`src/rtl/pipe_hazard_if.sv`:
```
// Stall, hazard and stage-control signal bundle between the RV32 pipeline
// stages and the central hazard sequencer.
interface pipe_hazard_if;
  logic       stall_from_ID;
  logic       stall_from_EX;
  logic       stall_from_MEM;
  logic [4:0] id_rs1;
  logic [4:0] id_rs2;
  logic       id_rs1_used;
  logic       id_rs2_used;
  logic [4:0] ex_rd;
  logic       ex_mem_read;
  logic       branch_taken_ex;

  logic       if_en;
  logic       id_en;
  logic       ex_en;
  logic       mem_en;
  logic       wb_en;
  logic       flush_if_id;
  logic       bubble_ex;
  logic       bubble_mem;
  logic       pc_redirect;

  // Pipeline side: raises stall and hazard information, consumes stage controls.
  modport master (
    output stall_from_ID, stall_from_EX, stall_from_MEM,
    output id_rs1, id_rs2, id_rs1_used, id_rs2_used,
    output ex_rd, ex_mem_read, branch_taken_ex,
    input  if_en, id_en, ex_en, mem_en, wb_en,
    input  flush_if_id, bubble_ex, bubble_mem, pc_redirect
  );

  modport slave (
    input  stall_from_ID, stall_from_EX, stall_from_MEM,
    input  id_rs1, id_rs2, id_rs1_used, id_rs2_used,
    input  ex_rd, ex_mem_read, branch_taken_ex,
    output if_en, id_en, ex_en, mem_en, wb_en,
    output flush_if_id, bubble_ex, bubble_mem, pc_redirect
  );
endinterface

```
`src/rtl/pipe_hazard_ctrl.sv`:
```
// Central 5-stage pipeline sequencer: stall arbitration, load-use bubbles,
// branch flush FSM and MEM-stall watchdog. Perf counters built with HAZ_PERF_CNT_EN.
module pipe_hazard_ctrl #(
  parameter int FLUSH_CYCLES = 2,
  parameter int MAX_STALL    = 255,
  parameter int CNT_W        = 32
) (
  input  logic             clk,
  input  logic             rst_n,
  pipe_hazard_if.slave     hz,
  output logic [1:0]       state_out,
  output logic             stall_timeout,
  output logic [CNT_W-1:0] stall_cycles,
  output logic [CNT_W-1:0] flush_events
);

  typedef enum logic [1:0] {
    RUN   = 2'b00,
    FLUSH = 2'b01
  } state_e;

  localparam int              WD_W     = $clog2(MAX_STALL + 2);
  localparam logic [WD_W-1:0] WD_LIMIT = WD_W'(MAX_STALL + 1);
  localparam logic [2:0]      FC_INIT  = 3'(FLUSH_CYCLES - 1);

  state_e          state_q, state_d;
  logic [2:0]      flush_cnt_q, flush_cnt_d;
  logic [WD_W-1:0] wd_cnt_q, wd_cnt_d;
  logic            timeout_q, timeout_d;
  logic            load_use;

  always_comb begin
    load_use = hz.ex_mem_read && (hz.ex_rd != 5'd0) &&
               ((hz.id_rs1_used && (hz.id_rs1 == hz.ex_rd)) ||
                (hz.id_rs2_used && (hz.id_rs2 == hz.ex_rd)));
  end

  // Stage controls are gated by rst_n so that every enable drops the moment
  // reset asserts, not at the next edge.
  always_comb begin
    state_d        = state_q;
    flush_cnt_d    = flush_cnt_q;
    hz.if_en       = 1'b0;
    hz.id_en       = 1'b0;
    hz.ex_en       = 1'b0;
    hz.mem_en      = 1'b0;
    hz.wb_en       = 1'b0;
    hz.flush_if_id = 1'b0;
    hz.bubble_ex   = 1'b0;
    hz.bubble_mem  = 1'b0;
    hz.pc_redirect = 1'b0;

    if (rst_n) begin
      case (state_q)
        RUN: begin
          if (hz.stall_from_MEM) begin
            // Full freeze; a branch in EX stays put and is seen again later.
          end else if (hz.stall_from_EX) begin
            hz.mem_en     = 1'b1;
            hz.wb_en      = 1'b1;
            hz.bubble_mem = 1'b1;
          end else if (hz.branch_taken_ex) begin
            hz.if_en       = 1'b1;
            hz.id_en       = 1'b1;
            hz.ex_en       = 1'b1;
            hz.mem_en      = 1'b1;
            hz.wb_en       = 1'b1;
            hz.pc_redirect = 1'b1;
            hz.flush_if_id = 1'b1;
            hz.bubble_ex   = 1'b1;
            if (FLUSH_CYCLES > 1) begin
              state_d     = FLUSH;
              flush_cnt_d = FC_INIT;
            end
          end else if (load_use || hz.stall_from_ID) begin
            hz.ex_en     = 1'b1;
            hz.mem_en    = 1'b1;
            hz.wb_en     = 1'b1;
            hz.bubble_ex = 1'b1;
          end else begin
            hz.if_en  = 1'b1;
            hz.id_en  = 1'b1;
            hz.ex_en  = 1'b1;
            hz.mem_en = 1'b1;
            hz.wb_en  = 1'b1;
          end
        end

        FLUSH: begin
          if (hz.stall_from_MEM) begin
            // Frozen with the counter held.
          end else if (hz.stall_from_EX) begin
            hz.mem_en     = 1'b1;
            hz.wb_en      = 1'b1;
            hz.bubble_mem = 1'b1;
          end else begin
            hz.if_en       = 1'b1;
            hz.id_en       = 1'b1;
            hz.ex_en       = 1'b1;
            hz.mem_en      = 1'b1;
            hz.wb_en       = 1'b1;
            hz.flush_if_id = 1'b1;
            hz.bubble_ex   = 1'b1;
            flush_cnt_d    = flush_cnt_q - 3'd1;
            if (flush_cnt_q <= 3'd1) begin
              state_d     = RUN;
              flush_cnt_d = 3'd0;
            end
          end
        end

        default: begin
          state_d     = RUN;
          flush_cnt_d = 3'd0;
        end
      endcase
    end
  end

  // Watchdog counts consecutive MEM-stall cycles and saturates at the limit.
  always_comb begin
    wd_cnt_d = wd_cnt_q;
    if (!hz.stall_from_MEM) begin
      wd_cnt_d = '0;
    end else if (wd_cnt_q != WD_LIMIT) begin
      wd_cnt_d = wd_cnt_q + 1'b1;
    end
    timeout_d = timeout_q || (wd_cnt_d == WD_LIMIT);
  end

  always_ff @(posedge clk or negedge rst_n) begin
    if (!rst_n) begin
      state_q     <= RUN;
      flush_cnt_q <= 3'd0;
      wd_cnt_q    <= '0;
      timeout_q   <= 1'b0;
    end else begin
      state_q     <= state_d;
      flush_cnt_q <= flush_cnt_d;
      wd_cnt_q    <= wd_cnt_d;
      timeout_q   <= timeout_d;
    end
  end

  assign state_out     = state_q;
  assign stall_timeout = timeout_q;

`ifdef HAZ_PERF_CNT_EN
  logic [CNT_W-1:0] stall_cycles_q, stall_cycles_d;
  logic [CNT_W-1:0] flush_events_q, flush_events_d;

  always_comb begin
    stall_cycles_d = stall_cycles_q;
    flush_events_d = flush_events_q;
    if (!hz.if_en && (stall_cycles_q != '1)) begin
      stall_cycles_d = stall_cycles_q + 1'b1;
    end
    if (hz.pc_redirect && (flush_events_q != '1)) begin
      flush_events_d = flush_events_q + 1'b1;
    end
  end

  always_ff @(posedge clk or negedge rst_n) begin
    if (!rst_n) begin
      stall_cycles_q <= '0;
      flush_events_q <= '0;
    end else begin
      stall_cycles_q <= stall_cycles_d;
      flush_events_q <= flush_events_d;
    end
  end

  assign stall_cycles = stall_cycles_q;
  assign flush_events = flush_events_q;
`else
  assign stall_cycles = '0;
  assign flush_events = '0;
`endif

endmodule

```
`src/flat_wrapper.sv`:
```
// flat-port wrapper written by rule: the top's interface ports become plain ports
module pipe_hazard_ctrl_flat 
#(
  parameter int FLUSH_CYCLES = 2,
  parameter int MAX_STALL    = 255,
  parameter int CNT_W        = 32
)
  (clk, rst_n, state_out, stall_timeout, stall_cycles, flush_events, hz_stall_from_ID, hz_stall_from_EX, hz_stall_from_MEM, hz_id_rs1, hz_id_rs2, hz_id_rs1_used, hz_id_rs2_used, hz_ex_rd, hz_ex_mem_read, hz_branch_taken_ex, hz_if_en, hz_id_en, hz_ex_en, hz_mem_en, hz_wb_en, hz_flush_if_id, hz_bubble_ex, hz_bubble_mem, hz_pc_redirect);
  pipe_hazard_if hz_i ();
  input  logic clk;
  input  logic rst_n;
  output logic [1:0] state_out;
  output logic stall_timeout;
  output logic [CNT_W-1:0] stall_cycles;
  output logic [CNT_W-1:0] flush_events;
  input wire logic [$bits(hz_i.stall_from_ID)-1:0] hz_stall_from_ID;
  input wire logic [$bits(hz_i.stall_from_EX)-1:0] hz_stall_from_EX;
  input wire logic [$bits(hz_i.stall_from_MEM)-1:0] hz_stall_from_MEM;
  input wire logic [$bits(hz_i.id_rs1)-1:0] hz_id_rs1;
  input wire logic [$bits(hz_i.id_rs2)-1:0] hz_id_rs2;
  input wire logic [$bits(hz_i.id_rs1_used)-1:0] hz_id_rs1_used;
  input wire logic [$bits(hz_i.id_rs2_used)-1:0] hz_id_rs2_used;
  input wire logic [$bits(hz_i.ex_rd)-1:0] hz_ex_rd;
  input wire logic [$bits(hz_i.ex_mem_read)-1:0] hz_ex_mem_read;
  input wire logic [$bits(hz_i.branch_taken_ex)-1:0] hz_branch_taken_ex;
  output wire logic [$bits(hz_i.if_en)-1:0] hz_if_en;
  output wire logic [$bits(hz_i.id_en)-1:0] hz_id_en;
  output wire logic [$bits(hz_i.ex_en)-1:0] hz_ex_en;
  output wire logic [$bits(hz_i.mem_en)-1:0] hz_mem_en;
  output wire logic [$bits(hz_i.wb_en)-1:0] hz_wb_en;
  output wire logic [$bits(hz_i.flush_if_id)-1:0] hz_flush_if_id;
  output wire logic [$bits(hz_i.bubble_ex)-1:0] hz_bubble_ex;
  output wire logic [$bits(hz_i.bubble_mem)-1:0] hz_bubble_mem;
  output wire logic [$bits(hz_i.pc_redirect)-1:0] hz_pc_redirect;
  assign hz_i.stall_from_ID = hz_stall_from_ID;
  assign hz_i.stall_from_EX = hz_stall_from_EX;
  assign hz_i.stall_from_MEM = hz_stall_from_MEM;
  assign hz_i.id_rs1 = hz_id_rs1;
  assign hz_i.id_rs2 = hz_id_rs2;
  assign hz_i.id_rs1_used = hz_id_rs1_used;
  assign hz_i.id_rs2_used = hz_id_rs2_used;
  assign hz_i.ex_rd = hz_ex_rd;
  assign hz_i.ex_mem_read = hz_ex_mem_read;
  assign hz_i.branch_taken_ex = hz_branch_taken_ex;
  assign hz_if_en = hz_i.if_en;
  assign hz_id_en = hz_i.id_en;
  assign hz_ex_en = hz_i.ex_en;
  assign hz_mem_en = hz_i.mem_en;
  assign hz_wb_en = hz_i.wb_en;
  assign hz_flush_if_id = hz_i.flush_if_id;
  assign hz_bubble_ex = hz_i.bubble_ex;
  assign hz_bubble_mem = hz_i.bubble_mem;
  assign hz_pc_redirect = hz_i.pc_redirect;
  pipe_hazard_ctrl #(.FLUSH_CYCLES(FLUSH_CYCLES), .MAX_STALL(MAX_STALL), .CNT_W(CNT_W)) u_core (.clk(clk), .rst_n(rst_n), .hz(hz_i), .state_out(state_out), .stall_timeout(stall_timeout), .stall_cycles(stall_cycles), .flush_events(flush_events));
endmodule
```
`config.mk`:
```
export PLATFORM = sky130hd
export DESIGN_NAME = pipe_hazard_ctrl_flat
export DESIGN_NICKNAME = d
export VERILOG_FILES = /design/src/rtl/pipe_hazard_if.sv /design/src/rtl/pipe_hazard_ctrl.sv /design/src/flat_wrapper.sv
export SDC_FILE = /design/constraint.sdc
export NUM_CORES = 1
export LEC_CHECK = 0
export ABC_AREA = 1
export CAP_MARGIN = 5
export CELL_PAD_IN_SITES_DETAIL_PLACEMENT = 2
export CELL_PAD_IN_SITES_GLOBAL_PLACEMENT = 2
export CORE_UTILIZATION = 19
export DETAILED_ROUTE_END_ITERATION = 16
export PLACE_DENSITY_LB_ADDON = 0.1
export SLEW_MARGIN = 10
export SYNTH_ARGS = -nofsm -noshare
export SYNTH_HDL_FRONTEND = slang
export SYNTH_SLANG_ARGS = --single-unit
```
`constraint.sdc`:
```
create_clock -name clk -period 2.9 [get_ports clk]
set_clock_uncertainty 0.15 [all_clocks]
set_input_delay 0.58 -clock clk [delete_from_list [all_inputs] [get_ports clk]]
set_output_delay 0.58 -clock clk [all_outputs]
set_load 0.01 [all_outputs]
```
**Word level (Yosys, flattened, before mapping)**

Cells that the tools add are included.

- Muxes and demuxes: 46
- Reduce and logical (&&, ||, !) cells: 12
- Add/subtract/negate cells: 2
- Eq/ne operators: 11
- $lt $le $gt $ge: 1

Operators with widths:

| cell | count |
|---|---|
| $mux W1 | 27 |
| $mux W3 | 6 |
| $mux W9 | 2 |
| $mux W2 | 6 |
| $eq A5 B5 Y1 | 2 |
| $ne A2 B2 Y1 const B | 5 |
| $add A9 B1 Y9 const B | 1 |
| $eq A9 B9 Y1 const B | 1 |
| $ne A9 B9 Y1 const B | 1 |
| $reduce_and A7 Y1 | 1 |
| $pmux W1 S2 | 3 |
| $pmux W3 S2 | 1 |
| $reduce_and A6 Y1 | 1 |
| $reduce_bool A5 Y1 | 1 |
| $logic_and A1 B1 Y1 | 4 |
| $pmux W2 S2 | 1 |
| $le A3 B1 Y1 const B | 1 |
| $logic_or A1 B1 Y1 | 3 |
| $sub A3 B1 Y3 const B | 1 |
| $eq A2 B1 Y1 const B | 1 |
| $logic_not A2 Y1 | 1 |
| $ne A2 B1 Y1 const B | 1 |
| $reduce_or A2 Y1 | 1 |

- Input port bits: 24
- Register bits after elaboration: 15

**Logic depth before layout (Yosys ltp)**

Gate-level depths: netlist (run 1).

- Depth in word-level cells: 11
- Mapped depth: 11
- Gate-level depth less buffers: 11

**Worst setup path before layout (run 1)**

No wires, ideal clock.

- Path kind: input to output
- From: input port rst_n
- To: output port hz_if_en
- Stages: 7
- Path slack: 608 ps
- Arrival: 1562 ps
- Cell sequence: inv_1 nor2_2 nand2_1 nor2_2 inv_1 o21ai_0 buf_4

- Longest elaborated chain between the ends: 1

Ends and longest elaborated chain:

| what | RTL line | source |
|---|---|---|
| start: declaration | flat_wrapper.sv:11 | `input logic rst_n;` |
| $mux W1 | - |  |
| end: declaration | flat_wrapper.sv:26 | `output wire logic [$bits(hz_i.if_en)-1:0] hz_if_en;` |

No other way between the ends.

**Final worst setup path (run 1)**

- From: input port rst_n
- To: output port hz_bubble_mem

- Longest elaborated chain between the ends: 1

Ends and longest elaborated chain:

| what | RTL line | source |
|---|---|---|
| $mux W1 | pipe_hazard_ctrl.sv:53 | `if (rst_n) begin` |
| end: declaration | flat_wrapper.sv:33 | `output wire logic [$bits(hz_i.bubble_mem)-1:0] hz_bubble_mem;` |

No other way between the ends.

==> key figures, run 1 <==
Status
  – Status: completed

STA
  – RSZ-0062 raised after global routing: no
  – Max Fclk: 363 MHz
  – Final hold violation count: 0
  – Setup violators final: 0
  – Fin crit period: 2.76 ns
  – Hold_ws: 0.319 ns
  – Tcrit/Tclk final: 0.950
  – Setup TNS: 0 ns
  – Final Max Tran Viols: 0

Critical path
  – Worst setup EP type: output pin
  – Type of origin of the critical path: input port
  – Required time worst endpoint: 2.17 ns
  – Critical Path AT: 2.03 ns
  – Cell family with most CP delay: buffers and inverters
  – Reg2reg end: u_core.stall_timeout$_DFF_PN0_
  – Crit path top cell by count: clkdlybuf4s50_1
  – FF-to-FF setup slack: 1.19 ns
  – Worst Path Class, Setup: input port to output pin
  – Crit path cell chain: clkdlybuf4s50_1, inv_1, buf_4, nor3_1, clkdlybuf4s50_1
  – FF-to-FF path depth: 9
  – Worst-path maximum fanout: 2
  – R2R Path Start: u_core.wd_cnt_q[0]$_DFF_PN0_
  – CP peak stage delay: 0.59 ns
  – Crit path max-delay cell type: clkdlybuf4s50_1
  – WP buf/inv: 4

Die
  – Core area: 0.00789 mm^2
  – Die footprint: 0.00872 mm^2
  – Chip Width: 93.4 um
  – I/O Pins: 100
  – Initial cell density of the core: 0.201
  – # rows: 32
  – Die Y: 93.4 um

Place
  – Detailed placement HPWL: 3220 um
  – Port Buffers: 34
  – Placer Congestion: 0.725
  – Inst Count DP: 378

Synth
  – Cell taking the most area after synthesis: buf_4
  – Top post-synthesis cells by count: 68 x buf_4, 42 x inv_1, 41 x nand2_1
  – Post-synthesis cell type count: 25
  – Cells after Synth: 237
  – Ranking of synthesized cells by area: buf_4 32%, dfrtp_1 22%, inv_1 9.9%, nand2_1 9.7%, nand3_1 4.7%
  – Most common cell in the netlist: buf_4
  – Number of synthesized flops with an enable pin: 0
  – Ys flop type: dfrtp_1
  – Async set-reset flop share out of synthesis: 1.00
  – FF+latch count, synth: 14
  – Synth Area per Inst: 6.69 um^2
  – Area of the mapped netlist: 0.00159 mm^2
  – Yosys warns: 0
  – Sequential area share after synthesis: 0.221
  – Synth top area share: 0.322

Global routing
  – Number of global-route vias before repair: 1299
  – Gr usage total: 0.0897
  – Initial antenna violation count: 0
  – Total grt overflow: 0
  – Largest net degree at the start of global routing: 15
  – First-pass GRT wire length: 6120 um

Clocking
  – Clk pin slew, worst setup/hold paths: 0.06 ns
  – Clock Latency Late Sink: 0.25 ns
  – Clock Path Buffers: 2
  – H-tree Lvls: 1
  – Root Driver: clkbuf_8
  – CTS tree: yes
  – CTS sink count: 14
  – CTS buffer count: 3

Min path
  – Hold WC Path Type: flop to flop
  – Worst hold start: u_core.stall_timeout$_DFF_PN0_
  – Worst hold stages: 2
  – Min-Delay Endpoint: u_core.stall_timeout$_DFF_PN0_

Power
  – Psw: 257 uW
  – Switching Share: 0.362
  – Share of total power in the clock network: 0.275
  – Tot Pwr: 711 uW
  – Int Pwr: 454 uW
  – Flop pwr share: 0.364
  – Comb power frac: 0.361
  – VDD IR max: 0.124 mV
  – Pleak: 0.00112 uW
  – Power density over the cells: 375 mW/mm^2

Route
  – DRT Wirelength: 3770 um
  – ANT nets after route: 0
  – DRC: 0
  – Detailed Route Iter0 Violations: 34
  – DR vias: 1320
  – DR vias/cell: 3.45
  – DR pass1 iterations: 4
  – DR WL/cell: 9.83 um

Layout
  – Layout net count: 310
  – Antenna Cells: 0
  – Layout cell share with drive strength beyond 1: 0.110
  – Layout area overhead: 19.6%
  – Fin cells: 383
  – Core Util, Final: 0.241
  – Number of fill cells: 992

Run
  – Total of max-cap violations: 0
logic make-up (layout without fill, tap and decap cells):
logic type                 count (synthesis)  in the layout  share of synthesized area
other                                      1             65                    0.00236
xor gates and xnor gates                   3              3                     0.0166
buffers and inverters                    111             91                      0.423
adders and majority gates                  4              4                     0.0315
and+or+nand+nor                           90             90                      0.259
DFF                                       14             14                      0.221
AOI/OAI and AO/OA                         14             14                     0.0465
layout make-up:
class,count,area (um^2),area share
flip-flops and latches,14,350,0.185
inverters,43,161,0.0850
clock buffers,4,55.1,0.0290
multi-input cells,176,807,0.425
well taps,102,128,0.0672
repair buffers,44,397,0.209
flip-flops by register name (all words and copies together), names as in the netlist:
name / flops
u_core.flush_cnt_q: 3
u_core.stall_timeout: 1
u_core.wd_cnt_q: 9
u_core.state_out: 1
worst register-to-register path: stages, from the launching register on:
cell and delay [ns]:
dfrtp_1 0.45, ha_1 0.25, nand3_2 0.11, inv_2 0.09, nand2_2 0.06, nor3_2 0.15, and2_2 0.18, nor2_2 0.04
nand3_1 0.07, nand2_1 0.05
per-stage QoR:
step	area, um^2	worst slack (ns)
CTS	1910	0.0190
global route	1900	0.0123
global placement	1850	-0.261
floorplan	1830	0.608
finish	1900	0.144
detailed placement	1850	-0.258
placed cells by master (no fill, tap or decap), drive strengths merged:
| master | netlist | layout |
|---|---|---|
| dlymetal6s2s | 0 | 1 |
| buf | 68 | 10 |
| xor2 | 2 | 2 |
| nor2 | 21 | 21 |
| ha | 4 | 4 |
| o21a | 1 | 1 |
| o22ai | 1 | 1 |
| or2 | 3 | 3 |
| nand3 | 17 | 17 |
| nand2 | 42 | 42 |
| xnor2 | 1 | 1 |
| clkdlybuf4s50 | 0 | 28 |
| nor3 | 2 | 2 |
| a21oi | 1 | 1 |
| inv | 43 | 43 |
| o21ai | 11 | 11 |
| conb | 1 | 65 |
| and2 | 1 | 1 |
| dfrtp | 14 | 14 |
| clkbuf | 0 | 8 |
| dlygate4sd2 | 0 | 1 |
| nand4 | 4 | 4 |
layer usage:
metal | wire (um) | GRT usage
met5 | 0 | 0
met4 | 30 | 0.0308
met3 | 240 | 0.0203
met2 | 1800 | 0.153
met1 | 1700 | 0.110
power by group through the flow:
| stage | Clock (uW) | Sequential, uW | Combinational [uW] |
|---|---|---|---|
| 6_report | 196 | 259 | 257 |
| 5_1_grt | 216 | 264 | 296 |
| 4_1_cts | 206 | 259 | 261 |
| 3_5_place_dp | 0 | 263 | 262 |
| 3_3_place_gp | 0 | 263 | 261 |
| 2_1_floorplan | 0 | 256 | 218 |
repair_timing:
| action | in CTS | in global routing |
|---|---|---|
| hold buffers | 0 | 0 |
| gates resized for setup | 6 | 10 |
| endpoints found under the setup margin | 5 | 5 |
| setup buffers | 1 | 0 |
| pin swaps | 1 | 1 |
worst max path at each step:
stage / cells past startpoint / start / slack, ns / endpoint
6_report: 5 / rst_n / 0.14 / hz_bubble_mem
5_1_grt: 9 / rst_n / 0.01 / hz_if_en
4_1_cts: 9 / rst_n / 0.02 / hz_if_en
3_5_place_dp: 9 / hz_ex_rd[4] / -0.26 / hz_if_en
3_3_place_gp: 10 / hz_ex_rd[0] / -0.26 / hz_if_en
2_1_floorplan: 7 / rst_n / 0.61 / hz_if_en
No activity file was read; power rests on OpenSTA's default activity.
==> inputs of run 2 (changes only) <==
--- a/config.mk
+++ b/config.mk
@@ -10,6 +10,7 @@
 export CELL_PAD_IN_SITES_DETAIL_PLACEMENT = 2
 export CELL_PAD_IN_SITES_GLOBAL_PLACEMENT = 2
 export CORE_UTILIZATION = 19
+export CTS_BUF_LIST = sky130_fd_sc_hd__clkbuf_16
 export DETAILED_ROUTE_END_ITERATION = 16
 export PLACE_DENSITY_LB_ADDON = 0.1
 export SLEW_MARGIN = 10
==> constraint.sdc (replaced) <==
create_clock -name clk -period 3.45 [get_ports clk]
set_clock_uncertainty 0.15 [all_clocks]
set_input_delay 0.69 -clock clk [delete_from_list [all_inputs] [get_ports clk]]
set_output_delay 0.69 -clock clk [all_outputs]
set_load 0.01 [all_outputs]
==> run 2 against run 1 <==
  * First-iteration DRC count up 26%
  * Worst hold slack got worse by 0.0050 ns
  * Sequential power down 16%
  * Largest cell class unchanged
  * Die area unchanged
  * Cell area grew 0.40%
  * Worst setup slack improved by 0.022 ns
==> key figures, run 2 (same netlist as run 1, synthesis figures left out) <==
Layout
  – Layout net count: 304
  – Most frequent cells in the layout: 65 x conb_1, 42 x inv_1, 40 x nand2_1, 32 x clkdlybuf4s50_1, 17 x nor2_1
  – Antenna Cells: 0
  – Final design instance area without fill: 0.00191 mm^2
  – Layout cell share with drive strength beyond 1: 0.0727
  – Commonest non-fill, non-tap cell in the layout: conb_1
  – Number of fill cells: 963
  – Largest Register: u_core.wd_cnt_q
  – Multi-input gate area: 812 um^2
  – Layout area overhead: 20.1%
  – Max reg flops: 9
  – Top flop regs: u_core.wd_cnt_q x9, u_core.flush_cnt_q x3
  – Flip-flop and latch area: 350 um^2
  – Fin cells: 377

Die
  – Die footprint: 0.00872 mm^2
  – I/O Pins: 100
  – Die Y: 93.4 um
  – Core area: 0.00789 mm^2
  – Chip Width: 93.4 um
  – # rows: 32
  – Initial cell density of the core: 0.201

Clocking
  – Root Driver: clkbuf_16
  – Clock Path Buffers: 2
  – Clk pin slew, worst setup/hold paths: 0.05 ns
  – CTS sink count: 14
  – Postcts setup bufs: 0
  – Hold_buf cts: 0
  – CTS resizes: 0
  – H-tree Lvls: 1
  – CTS buffer count: 3
  – CTS tree: yes
  – Clock Latency Late Sink: 0.24 ns

Global routing
  – Initial antenna violation count: 0
  – Largest net degree at the start of global routing: 15
  – Total grt overflow: 0
  – Number of global-route vias before repair: 1330
  – First-pass GRT wire length: 6130 um
  – Gr usage total: 0.0908

Route
  – ANT nets after route: 0
  – DR vias/cell: 3.46
  – DRT Wirelength: 3830 um
  – DR pass1 iterations: 4
  – DRC: 0
  – DR vias: 1303
  – DR WL/cell: 10.2 um
  – Detailed Route Iter0 Violations: 43

STA
  – Max Fclk: 304 MHz
  – Fin crit period: 3.28 ns
  – Setup TNS: 0 ns
  – Final hold violation count: 0
  – RSZ-0062 raised after global routing: no
  – Tcrit/Tclk final: 0.952
  – Final Max Tran Viols: 0
  – Setup violators final: 0
  – Post-route setup slack: 0.166 ns

Critical path
  – Worst Path Class, Setup: input port to output pin
  – Critical Path AT: 2.44 ns
  – Crit path cell chain: clkdlybuf4s50_1, inv_1, o21ai_0, inv_1, nand4_1, nand2_1, nand2_1, nand2_1, o21ai_1, clkdlybuf4s50_1
  – Crit path max-delay cell type: clkdlybuf4s50_1
  – Type of origin of the critical path: input port
  – CP peak stage delay: 0.56 ns
  – Required time worst endpoint: 2.61 ns
  – Worst-path maximum fanout: 4
  – Crit path top cell by count: nand2_1
  – Worst setup EP type: output pin

Place
  – Setup slack at placement: 0.0570 ns
  – Placer Congestion: 0.717
  – Post-DP Area: 0.00181 mm^2
  – Inst Count DP: 373
  – Port Buffers: 34
  – Detailed placement HPWL: 3400 um

Power
  – Tot Pwr: 661 uW
  – Power density over the cells: 347 mW/mm^2
  – VDD IR max: 0.165 mV
  – Pleak: 0.00111 uW

Status
  – Status: completed

Run
  – Total of max-cap violations: 0

Min path
  – Hold WC Path Type: flop to flop
## run 2: changes by cell type in the layout (fill, tap and decap cells not counted), sizes merged
cell | previous run | this run
dlygate4sd2 | 1 | 0
buf | 10 | 4
clkbuf | 8 | 3
dlymetal6s2s | 1 | 2
clkinv | 0 | 1
clkdlybuf4s50 | 28 | 32
## run 2: stage by stage
step                hold slack (ns)   util
finish                        0.314  0.242
global route                  0.360  0.242
CTS                           0.319  0.240
detailed placement            0.305  0.230
global placement              0.304  0.230
floorplan                     0.244      -
## run 2: final cells by class
cell class,instances,area share
tap,102,0.0670
timing repair buffer,38,0.197
sequential,14,0.184
clock buffer,3,0.0394
inverter,43,0.0847
clock inverter,1,0.00197
multi-input combinational,176,0.426
## run 2: where the power goes
part,internal (uW),switching (uW)
Combinational,91.9,127
Sequential,190,28.3
Clock,154,70.7
## run 2: final timing paths
check                      slack (ns)                           start  cells past startpoint                             end
max reg2reg                      1.74    u_core.wd_cnt_q[0]$_DFF_PN0_                      9  u_core.stall_timeout$_DFF_PN0_
min                              0.31  u_core.stall_timeout$_DFF_PN0_                      2  u_core.stall_timeout$_DFF_PN0_
max in group asynchronous        2.30                           rst_n                      2    u_core.wd_cnt_q[2]$_DFF_PN0_
max                              0.17                     hz_ex_rd[1]                     10                        hz_if_en
min reg2reg                      0.31  u_core.stall_timeout$_DFF_PN0_                      2  u_core.stall_timeout$_DFF_PN0_
min in group asynchronous        0.68                           rst_n                      2    u_core.wd_cnt_q[1]$_DFF_PN0_
## run 2: metal layers
layer	global-route usage	wire length (um)	up-vias
met5	0	0	-
met4	0.0308	29	0
met3	0.0252	282	2
met2	0.151	1850	49
met1	0.112	1670	593
li1	-	-	659
## run 2: worst max-delay path, delay by kind of cell
family | cells | cell delay [ns]
buffers and inverters | 4 | 1.18
AO/OA/AOI/OAI | 2 | 0.31
AND/OR/NAND/NOR | 4 | 0.26
==> inputs of run 3 (changes only) <==
--- a/config.mk
+++ b/config.mk
@@ -13,7 +13,7 @@
 export CTS_BUF_LIST = sky130_fd_sc_hd__clkbuf_16
 export DETAILED_ROUTE_END_ITERATION = 16
 export PLACE_DENSITY_LB_ADDON = 0.1
-export SLEW_MARGIN = 10
+export SLEW_MARGIN = 5
 export SYNTH_ARGS = -nofsm -noshare
 export SYNTH_HDL_FRONTEND = slang
 export SYNTH_SLANG_ARGS = --single-unit
==> results of run 3 <==
Final layout, timing and power as in run 2 (identical DEF).
